[src/rtl/im_loader.sv]
// Byte-stream program loader: deframes A5/LEN/data/SUM images into big-endian
// 32-bit words and writes them to the instruction memory from BASE_ADDR upward.
module im_loader #(
  parameter logic [31:0] BASE_ADDR = 32'h0000_3000,
  parameter int unsigned MAX_WORDS = 2048
) (
  input  logic        clk,
  input  logic        rst_n,
  input  logic        rx_valid,
  input  logic [7:0]  rx_data,
  output logic        rx_ready,
  output logic        im_we,
  output logic [31:0] im_addr,
  output logic [31:0] im_wdata,
  output logic        busy,
  output logic        done,
  output logic        error,
  output logic [1:0]  err_code
);

  typedef enum logic [2:0] {
    S_IDLE, S_LEN_HI, S_LEN_LO, S_DATA, S_WRITE, S_SUM, S_DONE, S_ERR
  } state_t;

  state_t      state;
  logic [15:0] n_words;
  logic [15:0] idx;
  logic [1:0]  bidx;
  logic [23:0] acc;
  logic [7:0]  csum;
  logic        take;
  logic [15:0] len_full;

  // The write beat is the only cycle without ready, giving the one-cycle bubble.
  assign rx_ready = ~im_we;
  assign take     = rx_valid && rx_ready;
  assign len_full = {n_words[15:8], rx_data};

  always_ff @(posedge clk or negedge rst_n) begin
    if (!rst_n) begin
      state    <= S_IDLE;
      n_words  <= '0;
      idx      <= '0;
      bidx     <= '0;
      acc      <= '0;
      csum     <= '0;
      im_we    <= 1'b0;
      im_addr  <= BASE_ADDR;
      im_wdata <= '0;
      busy     <= 1'b0;
      done     <= 1'b0;
      error    <= 1'b0;
      err_code <= '0;
    end else begin
      im_we <= 1'b0;
      case (state)
        S_IDLE, S_DONE, S_ERR: begin
          if (take && rx_data == 8'hA5) begin
            state    <= S_LEN_HI;
            done     <= 1'b0;
            error    <= 1'b0;
            err_code <= '0;
            csum     <= '0;
            busy     <= 1'b1;
          end
        end
        S_LEN_HI: begin
          if (take) begin
            n_words[15:8] <= rx_data;
            state         <= S_LEN_LO;
          end
        end
        S_LEN_LO: begin
          if (take) begin
            n_words <= len_full;
            idx     <= '0;
            bidx    <= '0;
            if ({16'd0, len_full} > MAX_WORDS) begin
              state    <= S_ERR;
              error    <= 1'b1;
              err_code <= 2'd1;
              busy     <= 1'b0;
            end else if (len_full == 16'd0) begin
              state <= S_SUM;
            end else begin
              state <= S_DATA;
            end
          end
        end
        S_DATA: begin
          if (take) begin
            csum <= csum + rx_data;
            bidx <= bidx + 2'd1;
            acc  <= {acc[15:0], rx_data};
            if (bidx == 2'd3) begin
              im_we    <= 1'b1;
              im_wdata <= {acc, rx_data};
              im_addr  <= BASE_ADDR + {14'd0, idx, 2'b00};
              state    <= S_WRITE;
            end
          end
        end
        S_WRITE: begin
          idx   <= idx + 16'd1;
          state <= (idx + 16'd1 == n_words) ? S_SUM : S_DATA;
        end
        S_SUM: begin
          if (take) begin
            busy <= 1'b0;
            if (rx_data == csum) begin
              done  <= 1'b1;
              state <= S_DONE;
            end else begin
              error    <= 1'b1;
              err_code <= 2'd2;
              state    <= S_ERR;
            end
          end
        end
        default: state <= S_IDLE;
      endcase
    end
  end

endmodule

[config.mk]
export PLATFORM = sky130hd
export DESIGN_NAME = im_loader
export DESIGN_NICKNAME = d
export VERILOG_FILES = /design/src/rtl/im_loader.sv
export SDC_FILE = /design/constraint.sdc
export NUM_CORES = 1
export LEC_CHECK = 0
export CAP_MARGIN = 10
export CORE_MARGIN = 8
export CORE_UTILIZATION = 50
export CTS_BUF_LIST = sky130_fd_sc_hd__clkbuf_16
export DETAILED_ROUTE_END_ITERATION = 6
export PLACE_DENSITY_LB_ADDON = 0.2
export SLEW_MARGIN = 10
export SYNTH_ARGS = -nofsm -noshare
export SYNTH_HDL_FRONTEND = slang
export SYNTH_SLANG_ARGS = --single-unit
[constraint.sdc]
create_clock -name clk -period 2.1 [get_ports clk]
set_input_delay 0.42 -clock clk [delete_from_list [all_inputs] [get_ports clk]]
set_output_delay 0.42 -clock clk [all_outputs]
set_load 0.02 [all_outputs]
* Yosys cells after proc, flatten, opt, wreduce, memory -nomap -nowiden
Cells that the tools add are included. W data, S select, Z words.
Storage, ports and cells: register bits after elaboration 139, input port bits 11, output and inout port bits 71, logic and storage cells 106
Cells by class: add/sub/neg operators 4, order comparisons 1, equal/unequal tests 20, multiplexer cells 44, bitwise gates (word level) 2, reductions and logical operators 21
Operator list (count):
- $pmux W16 S2 | 1
- $pmux W8 S2 | 2
- $mux W3 | 9
- $mux W8 | 3
- $add A14 B18 Y19 const A | 1
- $ne A2 B2 Y1 const B | 9
- $pmux W3 S6 | 1
- $add A16 B1 Y16 const B | 1
- $eq A16 B16 Y1 | 1
- $gt A16 B12 Y1 const B | 1
- $logic_not A16 Y1 | 1
- $mux W16 | 1
- $mux W1 | 15
- $mux W2 | 7
- $eq A3 B3 Y1 const B | 4
- $reduce_and A3 Y1 | 4
- $reduce_and A6 Y1 | 2
- $add A8 B8 Y8 | 1
- $eq A8 B8 Y1 | 1
- $eq A8 B8 Y1 const B | 1
- $reduce_bool A2 Y1 | 4
- $eq A3 B2 Y1 const B | 2
- $pmux W1 S3 | 2
- $pmux W2 S3 | 1
- 13 further kinds | 17

* Logic depth before layout (Yosys ltp)
Gate-level depths: netlist (run 1).
depth after elaboration 5, gate-level depth with buffers 9, depth with buffers taken out 8

* Worst setup path before layout (run 1)
No wires, ideal clock.
path kind reg-to-reg, start point register idx[0], end point register state[1], library setup time 0.123 ns, arrival 2.043 ns, required time 1.977 ns, setup slack -0.066 ns, stages on the path, launching flop included 9, path buffers 0, period minus slack after synthesis 2.166 ns, cell sequence dfrtp_1 > ha_1 > nand4_1 > nor3_1 > nand4_1 > xnor2_1 > nor2_1 > and4_1 > a21oi_2
Between the ends: longest elaborated chain between the ends 4
Ends and longest elaborated chain:
- start, declared | line 27 | logic [15:0] idx;
- start signal, assigned | line 104 | idx <= idx + 16'd1;
- $add A16 B1 Y16 | line 105 | state <= (idx + 16'd1 == n_words) ? S_SUM : S_DATA;
- $eq A16 B16 Y1 | line 105
- $mux W3 | line 105
- $pmux W3 S6 | line 56 | case (state)
- end signal, assigned | line 105
- end, declared | line 25 | state_t state;
No other way between the ends. A chain may end at the register's enable or synchronous reset.

* Worst setup path after layout (run 1)
start point register idx[1], end point register state[1]
Same word-level chain as after synthesis.

==> results of run 1 <==
[registers in the layout, indices dropped and copies added (netlist names), 2 cells and up]
register,cells
idx,16
acc,24
im_addr,17
n_words,16
err_code,2
state,3
bidx,2
csum,8
im_wdata,32
[routing by layer]
metal / wire length, µm / track usage (%) / vias to the layer above
met4: 254 / 7.71 / 0
met3: 934 / 5.61 / 22
met5: 0 / 0 / -
met2: 7210 / 29.9 / 147
li1: - / - / 2320
met1: 6740 / 24.5 / 2390
[timing repair]
action                                  4_1_cts  5_1_grt
setup buffers                                 5        4
hold buffers                                  1        0
pin swaps                                    14       12
hold endpoints to repair                     29        0
resized for setup                            21       22
endpoints found under the setup margin        7       10
[placed cells by master, fill, tap and decap left out, types with 4 or more instances in the layout]
cell type,netlist,layout
dfrtp_1,122,121
bufinv_16,0,4
nor2b_1,5,4
a31oi_1,7,6
clkdlybuf4s50_1,0,57
dlymetal6s2s_1,0,5
xnor2_1,17,17
nor2_1,22,22
conb_1,1,15
xor2_1,11,11
mux2_2,60,60
nor3_1,11,7
nand2_1,121,119
ha_1,11,7
inv_1,9,12
o21ai_0,40,38
buf_4,15,79
or3_1,5,4
nand4_1,7,7
o31ai_1,10,9
clkbuf_16,0,17
a21o_1,5,5
nand3_1,14,14
a21oi_1,13,12
[worst max-delay path, delay by kind of cell (launching register included)]
kind,cells,cell delay [ns]
and+or+nand+nor,3,0.68
buffers and inverters,1,0.12
AOI/OAI and AO/OA,4,0.56
adders and majority gates,1,0.20
DFF,1,0.42
[power by group through the flow]
stage	sequential [mW]	combinational, mW	clock (mW)
5_1_grt	4.11	5.06	3.15
6_report	4.00	4.66	3.00
3_3_place_gp	3.97	4.35	0
2_1_floorplan	4.36	2.18	0
4_1_cts	3.99	4.62	3.05
3_5_place_dp	4.02	4.45	0
[worst max path at each step]
| stage | start | to | slack (ns) | cells past startpoint |
|---|---|---|---|---|
| after floorplan | idx[0] | state[1] | 0.006 | 7 |
| after global placement | rx_data[0] | err_code[0] | -0.56 | 9 |
| after detailed placement | rx_data[0] | err_code[0] | -0.63 | 9 |
| after CTS | idx[1] | state[1] | -0.006 | 9 |
| after global routing | idx[1] | state[1] | -0.09 | 9 |
| final | idx[1] | state[1] | 0.006 | 9 |
[kinds of logic (layout without fill, tap and decap cells)]
| group | Yosys count | in the layout | share of synthesized area (%) |
|---|---|---|---|
| AO/OA/AOI/OAI | 98 | 98 | 10.0 |
| XOR/XNOR | 28 | 28 | 4.02 |
| adder cells (fa/ha/maj) | 12 | 12 | 2.58 |
| buffers and inverters | 54 | 191 | 4.47 |
| flip-flops | 124 | 124 | 50.9 |
| multiplexers | 61 | 61 | 11.2 |
| other | 1 | 15 | 0.0614 |
| AND/OR/NAND/NOR | 213 | 213 | 16.7 |
[area by class of cell]
type / count / area, µm²
Clock buffer: 17 / 425
Clock inverter: 14 / 181
Fill cell: 894 / 3740
Inverter: 9 / 33.8
Multi-Input combinational cell: 427 / 2940
Sequential cell: 124 / 3110
Tap cell: 147 / 184
Timing Repair Buffer: 151 / 1360
[metrics by stage]
| step | total power, mW | utilization, % | cells | setup WS [ns] | hold slack [ns] |
|---|---|---|---|---|---|
| after floorplan | 6.54 | - | 605 | 0.00608 | 0.124 |
| after global placement | 8.31 | 61.6 | 848 | -0.558 | 0.388 |
| after detailed placement | 8.46 | 61.6 | 848 | -0.633 | 0.398 |
| after CTS | 11.7 | 67.7 | 885 | -0.00610 | 0.478 |
| after global routing | 12.3 | 68.8 | 889 | -0.0902 | 0.399 |
| final | 11.7 | 68.8 | 889 | 0.00622 | 0.392 |
==> qor.yml, run 1 <==
sta:
  rsz0062_at_grt: "true"
  fin_crit_ns: 2.09
  post-route-period-util_pct: 99.7
  fin_skew_ns: 0.00903
  clock.fmax_mhz: 478
  setup_tns_ns: 0
  finalHoldViolCount: 0
  setup-violations-final: 0
  slew_violations: 0
floorplanning:
  ios: 82
  core_area_mm2: 0.0120
  dieArea_mm2: 0.0160
  row_count: 40
  chipWidth_um: 126
  initial_core_util_pct: 51.0
  dieHeight_um: 126
power_and_ir_drop:
  p_seq_share_pct: 34.3
  pwr-share-clk_pct: 25.7
  sw_frac_of_total_pct: 34.9
  p_comb_share_pct: 40.0
  internal_power_mw: 7.59
  switchingPower_mw: 4.08
  leakagePower_nw: 3.91
  powerDensity_mw_per_mm2: 1420
  ir_worst_vdd_mv: 0.806
detailed_routing:
  via_per_inst: 5.49
  ant_nets: 0
  drt_iter0_markers: 318
  vias: 4879
  drt-pass1-iter-count: 5
  drcViolationCount: 0
  finalWirelength_mm: 15.1
  wire_per_inst_um: 17.0
cells_and_area:
  final_cell_area_mm2: 0.00823
  area_growth_pct: 34.8
  drive_gt1_share_pct: 28.7
  diodes: 0
  layout.nets: 753
grt:
  grt_util_all_layers_pct: 19.2
  overflow: 0
  grt_pass1_vias: 4931
  grt_start_max_net_pins: 52
  grt_pass1_wl_mm: 24.6
  antenna_found_initial: 0
flow_run:
  drv_cap: 0
setup_path:
  rr_worst_depth: 9
  reg2reg_slack_ns: 0.006
  required_ns: 2.40
  arrival_ns: 2.40
  crit_slowest_cell: "dfrtp_1"
  cp_cell_sequence: "ha_4 -> buf_6 -> nor2b_4 -> o21a_1 -> o31ai_2 -> a211o_1 -> nor4b_2 -> and4_1 -> a21oi_2"
  r2r_start: "idx[1]"
  critPathKind: "register to register"
  worst_r2r_endpoint: "state[1]"
  cp_slowest_stage_delay_ns: 0.42
  crit_fanout: 5
  worstSetupEndpointType: "register"
  start_kind: "register"
logic_synthesis:
  synth.cells.most_frequent: "dfrtp_1, nand2_1, mux2_2"
  synth_top_cell_area_share_pct: 50.0
  syn_inst: 591
  postSynthAreaPerCell_um2: 10.3
  ys_ff_latch: 124
  yosys-top-cells-area: "dfrtp_1, mux2_2, nand2_1"
  synth_ff_type: "dfrtp_1"
  ys_seq_area_share_pct: 50.9
  yosysMostFrequentCell: "dfrtp_1"
  synth-async-reset-ratio_pct: 100
  yosys.area.top_type: "dfrtp_1"
  synth-edff-count: 0
  netlist_area_mm2: 0.00610
  yosysWarnings: 0
  synth_cell_type_count: 59
cts:
  clock-sinks: 124
  tritoncts: "done"
  clk_latency_ns: 0.42
  clk_pin_slew_ns: 0.06
  cts_root_buf: "clkbuf_16"
  ctsLongestPathBuffers: 2
  cts-buffers-inserted: 17
  h-tree-depth: 4
worst_hold_path:
  hp-start: "rx_data[1]"
  min_to: "acc[1]"
  hold_path_class: "input port to register"
  hold_depth: 4
placement:
  placed_area_mm2: 0.00737
  port_buffers: 66
  dpl.hpwl_mm: 10.4
  place.gp.congestion: 0.910
run_status:
  status: "complete, no violations"
No activity file was read; power rests on OpenSTA's default activity.
==> inputs of run 2 (changes only) <==
--- a/config.mk
+++ b/config.mk
@@ -7,9 +7,10 @@
 export LEC_CHECK = 0
 export CAP_MARGIN = 10
 export CORE_MARGIN = 8
-export CORE_UTILIZATION = 50
+export CORE_UTILIZATION = 56
 export CTS_BUF_LIST = sky130_fd_sc_hd__clkbuf_16
 export DETAILED_ROUTE_END_ITERATION = 6
+export DONT_BUFFER_PORTS = 1
 export PLACE_DENSITY_LB_ADDON = 0.2
 export SLEW_MARGIN = 10
 export SYNTH_ARGS = -nofsm -noshare
==> run 2 against run 1 <==
  * Sequential cell count did not move
  * Register-to-register slack gained 0.06 ns
  * Largest cell class unchanged
  * Sequential share of layout area is 5.7 points higher
  * Wire length is 8.3% lower
  * Largest power group is now registers
  * Worst setup slack better by 0.059 ns
  * Combinational power shrank 38%
  * Final cell count shrank 12%
  * Utilization fell by 2.1 points
  * Cell area is 13% lower
  * First-iteration DRC count increased by 32%
  * Maximum frequency is 2.9% higher
  * The run now ends with hold timing left
  * Clock skew is 0.0026 ns lower
==> qor.yml, run 2 (same netlist as run 1, synthesis figures left out) <==
setup_path:
  critPathTopFamily: "simple AND/OR/NAND/NOR gates"
  critPathKind: "register to register"
  start_kind: "register"
  arrival_ns: 2.32
  crit_cells: 8
  rr_worst_depth: 8
  cp_cell_sequence: "ha_4 -> nor2b_1 -> o21a_1 -> o31ai_1 -> a211o_1 -> nor4b_4 -> and4_1 -> a21oi_2"
  crit_slowest_cell: "dfrtp_2"
  crit_end: "state[1]"
  required_ns: 2.39
  crit_fanout: 8
  worst_r2r_endpoint: "state[1]"
  r2r_start: "idx[1]"
  worstSetupEndpointType: "register"
  crit_path_start: "idx[1]"
  crit_buf_inv: 0
  reg2reg_slack_ns: 0.07
  cp_slowest_stage_delay_ns: 0.45
cells_and_area:
  drive_gt1_share_pct: 26.5
  layout_commonest_cell: "nand2_1"
  n_fill_cell: 849
  largest-register: "im_wdata"
  largest_reg_flops: 32
  diodes: 0
  final_cell_mix: "nand2_1, dfrtp_1, mux2_2, buf_4, o21ai_0"
  area_growth_pct: 17.3
  post-route-util_pct: 66.6
  layout.nets: 652
  reg_top3: "im_wdata: 32 flops, acc: 24 flops, im_addr: 17 flops"
  final_cells: 782
sta:
  post-route-period-util_pct: 96.9
  worst_slew_pin_slew_ns: 0.550
  holdWs_ns: -0.297
  setup-violations-final: 0
  fin_crit_ns: 2.03
  slew-limit-headroom_pct: 63.3
  slew_violations: 0
  fin_skew_ns: 0.00648
  clock.fmax_mhz: 492
  rsz0062_at_grt: "true"
  finalHoldViolCount: 124
run_status:
  status: "finished, violations left"
  violations: "hold timing"
detailed_routing:
  drt_iter0_markers: 419
  finalWirelength_mm: 13.9
  ant_nets: 0
  vias: 4558
  wire_per_inst_um: 17.7
  drcViolationCount: 0
  via_per_inst: 5.83
  drt-pass1-iter-count: 5
cts:
  clk_pin_slew_ns: 0.06
  ctsLongestPathBuffers: 2
  tritoncts: "done"
  cts_root_buf: "clkbuf_16"
  cts-buffers-inserted: 17
  clk_latency_ns: 0.41
  clock-sinks: 124
  h-tree-depth: 4
grt:
  top_usage_layer: "met2"
  antenna_found_initial: 0
  grt_pass1_wl_mm: 22.9
  grt_pass1_vias: 4535
  use_met3_pct: 6.39
  overflow: 0
  grt_use_met2_pct: 30.7
  use_met1_pct: 25.0
  grt_util_all_layers_pct: 19.8
  grt_start_max_net_pins: 125
floorplanning:
  ios: 82
  initial_core_util_pct: 56.8
  dieHeight_um: 120
  core_area_mm2: 0.0107
  chipWidth_um: 120
  row_count: 38
  dieArea_mm2: 0.0145
flow_run:
  drv_cap: 0
placement:
  place.gp.congestion: 0.877
  post-place-cells: 743
  port_buffers: 0
  dpl.hpwl_mm: 9.45
worst_hold_path:
  hold_path_class: "input port to async pin"
power_and_ir_drop:
  powerDensity_mw_per_mm2: 1450
  ir_worst_vdd_mv: 1.02
  leakagePower_nw: 3.41
-- run 2: cell count changes in the layout (fill, tap and decap cells not counted), moves of 5 or more --
| cell | change |
|---|---|
| buf_4 | -30 |
| clkdlybuf4s50_1 | -57 |
| dlymetal6s2s_1 | -5 |
| inv_6 | +5 |
-- run 2: worst min-delay path by stage --
stage	start	end	cells after the start
after floorplan	rst_n	acc[0]	0
after global placement	rst_n	acc[18]	0
after detailed placement	rst_n	im_wdata[31]	0
after CTS	rst_n	im_wdata[31]	0
after global routing	rst_n	im_wdata[27]	0
final	rst_n	im_wdata[31]	0
-- run 2: per-stage QoR --
step | setup slack [ns] | total power [mW] | setup TNS [ns] | instance area, µm²
floorplan | 0.00608 | 6.54 | 0 | 6160
global placement | 0.00459 | 7.28 | 0 | 6440
detailed placement | -0.0708 | 7.41 | -0.208 | 6440
CTS | 0.00125 | 10.3 | 0 | 7050
global route | -0.107 | 11.0 | -0.147 | 7160
finish | 0.0657 | 10.4 | 0 | 7160
-- run 2: repair_timing --
item,in CTS,in global routing
hold endpoints to repair,124,124
endpoints found under the setup margin,2,6
pin swaps,0,15
gates resized for setup,5,15
setup buffers,0,7
-- run 2: power by group --
group          switching [mW]  internal [mW]  leakage, nW
registers                1.29           3.32         1.62
logic                    1.48           1.42         1.50
clock network            1.11           1.77        0.290
total                    3.88           6.51         3.41
-- run 2: metal layers --
metal	routed length [µm]	vias to the layer above	share of wire (%)
met2	6530	161	47
met3	1050	20	7.6
li1	-	2120	-
met4	214	0	1.5
met5	0	-	0
met1	6080	2257	44
-- run 2: final cells by class --
class / instances / area (µm²) / share of cell area, %
Inverter: 9 / 33.8 / 0.472
Tap cell: 140 / 175 / 2.45
Timing Repair Buffer: 50 / 388 / 5.42
Clock inverter: 15 / 161 / 2.25
Clock buffer: 17 / 425 / 5.94
Sequential cell: 124 / 3110 / 43.5
Multi-Input combinational cell: 427 / 2860 / 40.0
==> inputs of run 3 (changes only) <==
--- a/config.mk
+++ b/config.mk
@@ -7,7 +7,7 @@
 export LEC_CHECK = 0
 export CAP_MARGIN = 10
 export CORE_MARGIN = 8
-export CORE_UTILIZATION = 56
+export CORE_UTILIZATION = 57
 export CTS_BUF_LIST = sky130_fd_sc_hd__clkbuf_16
 export DETAILED_ROUTE_END_ITERATION = 6
 export DONT_BUFFER_PORTS = 1
==> run 3 against run 2 <==
  * The flow finishes with violations (hold timing, setup timing)
  * Sequential cell count unchanged
  * Non-clock buffer count decreased by 3
  * Utilization rose by 2.1 points
  * First-iteration DRC count decreased by 13%
  * Via count shrank 0.18%
  * Wire length up 3.9%
  * Critical path depth stayed put
  * Worst setup slack lost 0.075 ns
  * Worst hold slack worse by 0.0081 ns
  * Clock skew up 0.0011 ns
  * Total power fell by 0.32%
  * Maximum frequency down 3.6%
  * Critical endpoint unchanged
  * Largest cell class unchanged
==> qor.yml, run 3 (same netlist as run 1, synthesis figures left out) <==
cells_and_area:
  largest_reg_flops: 32
  reg_top3: "im_wdata: 32 flops, acc: 24 flops, im_addr: 17 flops"
  area_growth_pct: 16.8
  diodes: 0
  largest-register: "im_wdata"
  final_cell_mix: "nand2_1, dfrtp_1, mux2_2, buf_4, o21ai_0"
  final_cell_area_mm2: 0.00713
  final_cells: 775
  layout.nets: 649
  drive_gt1_share_pct: 27.1
  layout_commonest_cell: "nand2_1"
setup_path:
  r2r_start: "idx[0]"
  critPathKind: "register to register"
  required_ns: 2.40
  worst_r2r_endpoint: "state[1]"
  crit_path_start: "idx[0]"
  reg2reg_slack_ns: -0.009
  rr_worst_depth: 8
  start_kind: "register"
  crit_fanout: 8
  worstSetupEndpointType: "register"
  arrival_ns: 2.41
sta:
  fin_ws_ns: -0.00947
  setup_tns_ns: -0.00947
  post-route-period-util_pct: 100
  rsz0062_at_grt: "true"
  fin_skew_ns: 0.00753
  clock.fmax_mhz: 474
  holdWs_ns: -0.305
  fin_crit_ns: 2.11
  finalHoldViolCount: 124
  setup-violations-final: 1
  slew_violations: 0
detailed_routing:
  finalWirelength_mm: 14.4
  vias: 4550
  drt-pass1-iter-count: 5
  drcViolationCount: 0
  ant_nets: 0
  wire_per_inst_um: 18.6
  via_per_inst: 5.87
  drt_iter0_markers: 365
grt:
  grt_pass1_wl_mm: 23.8
  antenna_found_initial: 0
  grt_util_all_layers_pct: 20.7
  use_met3_pct: 6.99
  use_met1_pct: 26.1
  grt_start_max_net_pins: 125
  grt_use_met2_pct: 32.6
  top_usage_layer: "met2"
  overflow: 0
  grt_pass1_vias: 4565
power_and_ir_drop:
  internal_power_mw: 6.38
  leakagePower_nw: 3.38
  fin_total_pwr_mw: 10.4
  pwr-share-clk_pct: 27.1
  sw_frac_of_total_pct: 38.4
  powerDensity_mw_per_mm2: 1450
  switchingPower_mw: 3.98
  ir_worst_vdd_mv: 0.709
  p_comb_share_pct: 28.3
  p_seq_share_pct: 44.6
cts:
  tritoncts: "done"
  ctsLongestPathBuffers: 2
  clk_latency_ns: 0.42
  cts_root_buf: "clkbuf_16"
  clk_pin_slew_ns: 0.06
  cts-buffers-inserted: 17
  h-tree-depth: 4
  clock-sinks: 124
placement:
  place.gp.congestion: 0.878
  placed_area_mm2: 0.00641
  post-place-cells: 736
  dpl.hpwl_mm: 9.34
  port_buffers: 0
floorplanning:
  ios: 82
  dieHeight_um: 119
  initial_core_util_pct: 58.9
  row_count: 37
  chipWidth_um: 119
  dieArea_mm2: 0.0143
  core_area_mm2: 0.0104
run_status:
  violations: "hold timing, setup timing"
  status: "finished, violations left"
flow_run:
  drv_cap: 0
worst_hold_path:
  hold_path_class: "input port to async pin"
## run 3: changes by cell type in the layout (fill, tap and decap cells not counted), sizes merged
cell / previous run / this run
buf: 50 / 47
clkinv: 5 / 6
inv: 16 / 15
clkinvlp: 1 / 2
bufinv: 2 / 1
## run 3: final cells by class
cell class	instances	area, µm²
fillers	781	3240
flip-flops and latches	124	3110
multi-input cells	427	2880
clock buffers	17	425
repair buffers	47	365
well taps	136	170
clock inverters	15	140
inverters	9	33.8
## run 3: worst max-delay path, stage by stage, from the launching register on
cell     delay [ns]
dfrtp_2        0.45
ha_4           0.21
nor2b_4        0.13
nor3_2         0.22
o31ai_2        0.11
a211o_1        0.30
nor4b_2        0.30
and4_1         0.23
a21oi_2        0.05
## run 3: worst max path at each step
| stage | to | slack, ns | cells past startpoint |
|---|---|---|---|
| floorplan | state[1] | 0.006 | 7 |
| global placement | error | 0.004 | 7 |
| detailed placement | error | -0.07 | 7 |
| CTS | csum[6] | 0.006 | 8 |
| global route | state[1] | -0.08 | 8 |
| finish | state[1] | -0.009 | 8 |
## run 3: repair_timing
item                       CTS  global route
pin swaps                    1            12
hold endpoints to repair   124           124
setup endpoints to repair    5             5
setup buffers                0             7
gates resized for setup      6            17
## run 3: power groups by stage
| stage | sequential, mW | combinational [mW] | clock (mW) |
|---|---|---|---|
| finish | 4.62 | 2.93 | 2.80 |
| global route | 4.76 | 3.26 | 2.95 |
| CTS | 4.63 | 2.83 | 2.82 |
| detailed placement | 4.66 | 2.75 | 0 |
| global placement | 4.61 | 2.65 | 0 |
| floorplan | 4.36 | 2.18 | 0 |
## run 3: through the flow
stage | utilization (%) | setup WS, ns | hold slack (ns)
after global placement | 61.8 | 0.00420 | 0.128
after floorplan | - | 0.00608 | 0.124
after global routing | 68.8 | -0.0817 | -0.322
after CTS | 67.6 | 0.00556 | -0.311
after detailed placement | 61.8 | -0.0698 | 0.128
final | 68.8 | -0.00947 | -0.305
## run 3: per-layer routing
metal  vias up  part of all wire [%]
li1       2112                     -
met1      2270                    44
met2       148                    48
met3        20                   6.8
met4         0                   1.3
met5         -                     0
